==> config.mk <==
export PLATFORM = sky130hd
export DESIGN_NAME = branch_pred_ctrl
export DESIGN_NICKNAME = d
export VERILOG_FILES = /design/src/rtl/branch_pred_ctrl.sv
export SDC_FILE = /design/constraint.sdc
export NUM_CORES = 2
export LEC_CHECK = 0
export BUFFER_PORTS_ARGS = -buffer_cell sky130_fd_sc_hd__buf_2
export CAP_MARGIN = 20
export CORE_MARGIN = 4
export CORE_UTILIZATION = 40
export DETAILED_ROUTE_END_ITERATION = 7
export PLACE_DENSITY = 0.59
export SKIP_CTS_REPAIR_TIMING = 1
export SYNTH_ARGS = -nofsm -noshare
export SYNTH_HDL_FRONTEND = slang
export SYNTH_SLANG_ARGS = --single-unit
==> constraint.sdc <==
create_clock -name clk_i -period 17.17 [get_ports clk_i]
set_input_delay 1.717 -clock clk_i [delete_from_list [all_inputs] [get_ports clk_i]]
set_output_delay 1.717 -clock clk_i [all_outputs]
set_load 0.005 [all_outputs]
==> src/rtl/branch_pred_ctrl.sv <==
`timescale 1ns/1ps
// branch_pred_ctrl
//   Branch prediction controller for a 5-stage RISC-V pipeline. Holds a
//   direct-mapped table of 2-bit saturating counters with a BTB (tag + target),
//   gives IF a same-cycle prediction, trains from resolved EX branches, flags
//   mispredicts with the redirect PC, and keeps branch / mispredict statistics.
//   After reset the table is cleared by a one-entry-per-cycle sweep.
//
// Ports
//   clk_i, rst_i          clock (rising edge), synchronous active-high reset
//   if_pc_i               IF fetch PC
//   pred_hit_o            BTB hit for if_pc_i
//   pred_taken_o          predicted taken
//   pred_target_o         predicted next PC (stored target or if_pc_i + 4)
//   ex_valid_i            EX instruction valid (not a bubble / flushed)
//   ex_opcode_i           EX opcode; only conditional branches train the table
//   ex_pc_i               PC of the EX instruction
//   ex_taken_i            resolved outcome
//   ex_target_i           resolved target
//   ex_pred_taken_i       prediction carried down the pipe
//   ex_pred_target_i      predicted target carried down the pipe
//   mispredict_o          flush request
//   redirect_pc_o         correct next PC, meaningful when mispredict_o = 1
//   init_busy_o           table sweep in progress, IF must stall
//   branch_cnt_o          resolved branches since reset (saturating)
//   mispred_cnt_o         mispredicts since reset (saturating)
//   dbg_state             FSM state for checkers: 0 = INIT, 1 = RUN
//
// Handshake: the EX interface has no ready. A resolved branch is accepted in
//   the cycle where ex_valid_i = 1 and the FSM is in RUN; during INIT it is
//   silently dropped (IF is stalled then, so no real branch can be in flight).
module branch_pred_ctrl #(
  parameter int PC_W  = 32,
  parameter int IDX_W = 6,
  parameter int CNT_W = 16
) (
  input  logic             clk_i,
  input  logic             rst_i,
  input  logic [PC_W-1:0]  if_pc_i,
  output logic             pred_hit_o,
  output logic             pred_taken_o,
  output logic [PC_W-1:0]  pred_target_o,
  input  logic             ex_valid_i,
  input  logic [6:0]       ex_opcode_i,
  input  logic [PC_W-1:0]  ex_pc_i,
  input  logic             ex_taken_i,
  input  logic [PC_W-1:0]  ex_target_i,
  input  logic             ex_pred_taken_i,
  input  logic [PC_W-1:0]  ex_pred_target_i,
  output logic             mispredict_o,
  output logic [PC_W-1:0]  redirect_pc_o,
  output logic             init_busy_o,
  output logic [CNT_W-1:0] branch_cnt_o,
  output logic [CNT_W-1:0] mispred_cnt_o,
  output logic             dbg_state
);

  localparam int ENTRIES = 1 << IDX_W;
  localparam int TAG_W   = PC_W - IDX_W - 2;
  localparam logic [6:0] OP_BRANCH = 7'b1100011;

  typedef enum logic {ST_INIT = 1'b0, ST_RUN = 1'b1} state_t;

  state_t           state;
  logic [IDX_W-1:0] sweep;

  // Table storage; contents are cleared by the sweep rather than by reset.
  logic             tbl_valid  [ENTRIES];
  logic [TAG_W-1:0] tbl_tag    [ENTRIES];
  logic [PC_W-1:0]  tbl_target [ENTRIES];
  logic [1:0]       tbl_ctr    [ENTRIES];

  logic             run;
  logic [IDX_W-1:0] if_idx;
  logic [TAG_W-1:0] if_tag;
  logic [IDX_W-1:0] ex_idx;
  logic [TAG_W-1:0] ex_tag;
  logic             ex_hit;
  logic             update_en;
  logic [1:0]       ex_ctr_next;

  assign run    = (state == ST_RUN);
  assign if_idx = if_pc_i[IDX_W+1:2];
  assign if_tag = if_pc_i[PC_W-1:IDX_W+2];
  assign ex_idx = ex_pc_i[IDX_W+1:2];
  assign ex_tag = ex_pc_i[PC_W-1:IDX_W+2];

  // Lookup reads the pre-edge table, so a same-cycle update to the same index
  // is only visible from the next cycle on.
  assign pred_hit_o    = run & tbl_valid[if_idx] & (tbl_tag[if_idx] == if_tag);
  assign pred_taken_o  = pred_hit_o & tbl_ctr[if_idx][1];
  assign pred_target_o = pred_taken_o ? tbl_target[if_idx] : (if_pc_i + PC_W'(4));

  assign update_en = run & ex_valid_i & (ex_opcode_i == OP_BRANCH);
  assign ex_hit    = tbl_valid[ex_idx] & (tbl_tag[ex_idx] == ex_tag);

  // A correctly predicted not-taken branch never mispredicts on target.
  assign mispredict_o  = update_en &
                         ((ex_taken_i != ex_pred_taken_i) |
                          (ex_taken_i & (ex_target_i != ex_pred_target_i)));
  assign redirect_pc_o = ex_taken_i ? ex_target_i : (ex_pc_i + PC_W'(4));

  assign init_busy_o = (state == ST_INIT);
  assign dbg_state   = run;

  // Saturating 2-bit counter step for a hit.
  always_comb begin
    ex_ctr_next = tbl_ctr[ex_idx];
    if (ex_taken_i) begin
      if (tbl_ctr[ex_idx] != 2'b11) ex_ctr_next = tbl_ctr[ex_idx] + 2'b01;
    end else begin
      if (tbl_ctr[ex_idx] != 2'b00) ex_ctr_next = tbl_ctr[ex_idx] - 2'b01;
    end
  end

  always_ff @(posedge clk_i) begin
    if (rst_i) begin
      state         <= ST_INIT;
      sweep         <= '0;
      branch_cnt_o  <= '0;
      mispred_cnt_o <= '0;
    end else if (state == ST_INIT) begin
      tbl_valid[sweep] <= 1'b0;
      tbl_ctr[sweep]   <= 2'b01;
      sweep            <= sweep + 1'b1;
      if (&sweep) state <= ST_RUN;
    end else if (update_en) begin
      if (ex_hit) begin
        tbl_ctr[ex_idx] <= ex_ctr_next;
        if (ex_taken_i) tbl_target[ex_idx] <= ex_target_i;
      end else begin
        tbl_valid[ex_idx]  <= 1'b1;
        tbl_tag[ex_idx]    <= ex_tag;
        tbl_target[ex_idx] <= ex_target_i;
        tbl_ctr[ex_idx]    <= ex_taken_i ? 2'b10 : 2'b01;
      end
      if (branch_cnt_o != '1) branch_cnt_o <= branch_cnt_o + 1'b1;
      if (mispredict_o && (mispred_cnt_o != '1)) mispred_cnt_o <= mispred_cnt_o + 1'b1;
    end
  end

endmodule

==> metrics.txt <==
Final nets=9204; P_sw=4.753 mW; combinational power share=7.4%; synthesized net count=8782; die area=419200 um2; worst setup path class=primary input to output port; max-cap viol count=0; outcome=finished with violations; number of synthesized flops with an enable pin=3776; Crit path arrival time=8.92 ns; Die Ht=647.5 um; core box area=406700 um2; vias=100900; commonest non-fill, non-tap cells in the layout=3776 x edfxtp_1, 1038 x mux4_2, 555 x mux2i_1, 407 x clkbuf_16, 380 x buf_4; VDD IR max=89.10 uV; Placed Cells=14080; total CTS buffers=400; io pins=241; Netlist cell types=90; Most Crowded Layer GR=met2; register area=114200 um2; Yosys warnings=0; area delta synth->final=13.37%; GRT met3 Usage=9.436%; final hold slack=0.5289 ns; first-pass GRT wire length=839400 um; switching fraction of total power=23.52%; synthesized instance count=8637; CTS Buffer Depth=4; clock share of power=42.0%; layout cells sized above 1=27.44%; initial drt markers=19020; CTS tree=built; fin crit period=10.63 ns; Max Clk Rate=94.04 MHz; initial antenna violation count=67; #FFs+latches synth=3815; Avg WL per Cell=42.23 um; commonest non-fill, non-tap cell in the layout=edfxtp_1; Seq pwr share=50.6%; Setup crit start kind=primary input; Chip Width=647.5 um; largest net degree at the start of global routing=112; main flop type after synthesis=edfxtp_1; Fill cells=34160; met1 GRT Util=38.40%; worst hold path class=flip-flop to flip-flop; drt total wl=628700 um; Final WS setup=6.537 ns; Slew Limit Fails=0; Global Route Usage Sum=29.26%; final period utilization=61.93%; CTS clock-pin slew for the worst setup and hold paths=0.06 ns; met2 GRT Util=42.33%; vias in the first global route=96750; initial core utilization=40.22%; clk_skew=0.1214 ns; worst slew pin tran=1.303 ns; area of the mapped netlist=163600 um2; Rel. slew slack=12.78%; Seq/Total Area, Yosys=69.80%; gpl congestion=0.9497; final hold vios=0; violated checks=antenna rules, DRC; PD cells=109.0 nW/um2; Initial DRT Pass Iterations=8; FP Rows=234; Detail Route Antenna Nets=1; TNS Setup=0 ns; LEAKAGE=58.90 nW; Finished Layout Cells=14890; Setup violations, final=0; Syn Area/Cell=18.94 um2; drc violations=3; grt total ovfl=0; Final Power=20.21 mW; DP Worst Slack=6.544 ns; area of the multi-input gates=47130 um2; worst-path maximum fanout=54; clk root buf=clkbuf_16; WP data required=15.45 ns; crit path capture type=output port; design internal power=15.46 mW; worst skew pair latency=1.02 ns; # port buffers=240; RSZ-0062 raised after global routing=false; detailed placement HPWL=358200 um; async set-reset flop share out of synthesis=0%; H-tree levels=5; Vias/cell=6.776; number of clock sinks=3815
==> final cells by class <==
cell class | count | area share, %
inverters | 18 | 0.04453
diodes | 68 | 0.09176
multi-input cells | 4185 | 25.41
well taps | 5428 | 3.662
clock buffers | 473 | 5.626
repair buffers | 639 | 2.412
clock inverters | 260 | 1.181
flip-flops and latches | 3815 | 61.57
==> sequential cells by signal, summed over array words and instances, names as in the netlist <==
register / count
tbl_target: 2048
tbl_tag: 1536
sweep: 6
mispred_cnt_o: 16
tbl_ctr: 128
branch_cnt_o: 16
tbl_valid: 64
dbg_state: 1
==> power groups by stage <==
stage	combinational [mW]	sequential [mW]	clock, mW
2_1_floorplan	0.732	10.4	0
3_3_place_gp	1.42	10.4	0
3_5_place_dp	1.44	10.4	0
4_1_cts	1.44	10.2	8.56
5_1_grt	1.51	10.2	8.94
6_report	1.49	10.2	8.49
==> critical path, cell delays in order <==
cell       delay (ns)
buf_8            0.51
buf_4            0.81
buf_4            0.90
mux2i_1          0.32
a22oi_1          0.10
nand3_1          0.30
o21ai_0          0.16
a31oi_1          0.26
nand4b_1         0.39
xor2_1           0.27
a2111oi_2        0.83
nand4_1          0.49
nor3_4           0.29
buf_4            0.56
o211ai_1         0.60
buf_2            0.31
==> kinds of logic after synthesis <==
family / count (synthesis) / share of synthesized area (%)
buffers and inverters: 637 / 1.982
DFF: 3815 / 69.80
adders and majority gates: 5 / 0.03825
and+or+nand+nor: 1046 / 2.968
AOI/OAI and AO/OA: 1218 / 5.353
xor gates and xnor gates: 173 / 0.9264
muxes: 1743 / 18.93
==> routing by layer <==
layer	share of wire [%]	vias to the layer above
li1	-	37380
met1	36	53010
met2	43	8537
met3	14	1896
met4	7.4	32
met5	0.046	-
==> worst paths after layout <==
check | depth (start not counted) | startpoint | slack [ns] | to
max | 16 | if_pc_i[3] | 6.54 | pred_target_o[7]
min | 2 | branch_cnt_o[12] | 0.53 | branch_cnt_o[12]
max reg2reg | 15 | tbl_tag[36][8] | 10.93 | tbl_target[11][13]
min reg2reg | 2 | branch_cnt_o[12] | 0.53 | branch_cnt_o[12]
==> per-stage QoR <==
step | utilization (%) | instance area (um2)
after floorplan | - | 163600
after global placement | 42.40 | 172400
after detailed placement | 42.43 | 172500
after CTS | 45.53 | 185200
after global routing | 45.57 | 185300
final | 45.60 | 185400
==> synth_stat cells (all sizes together) (17+ instances only) <==
cell type	number	area share (%)
edfxtp	3776	69
mux4	1059	15
mux2i	555	3.4
buf	387	1.4
nand2	307	0.70
nor2	300	0.69
a221oi	234	1.3
clkbuf	230	0.53
o21ai	230	0.70
a22oi	213	0.98
mux2	129	0.90
nor3	123	0.38
a21oi	114	0.35
nand3	101	0.31
o22ai	101	0.39
xor2	91	0.49
xnor2	82	0.44
a22o	62	0.33
nand4	52	0.20
o22a	51	0.27
a31oi	39	0.15
dfxtp	39	0.48
and3	29	0.11
nor2b	27	0.10
a211oi	25	0.12
a221o	20	0.12
o221ai	19	0.10
and2	17	0.065
nand2b	17	0.065
o211ai	17	0.078
(Power assumes the default switching activity.)
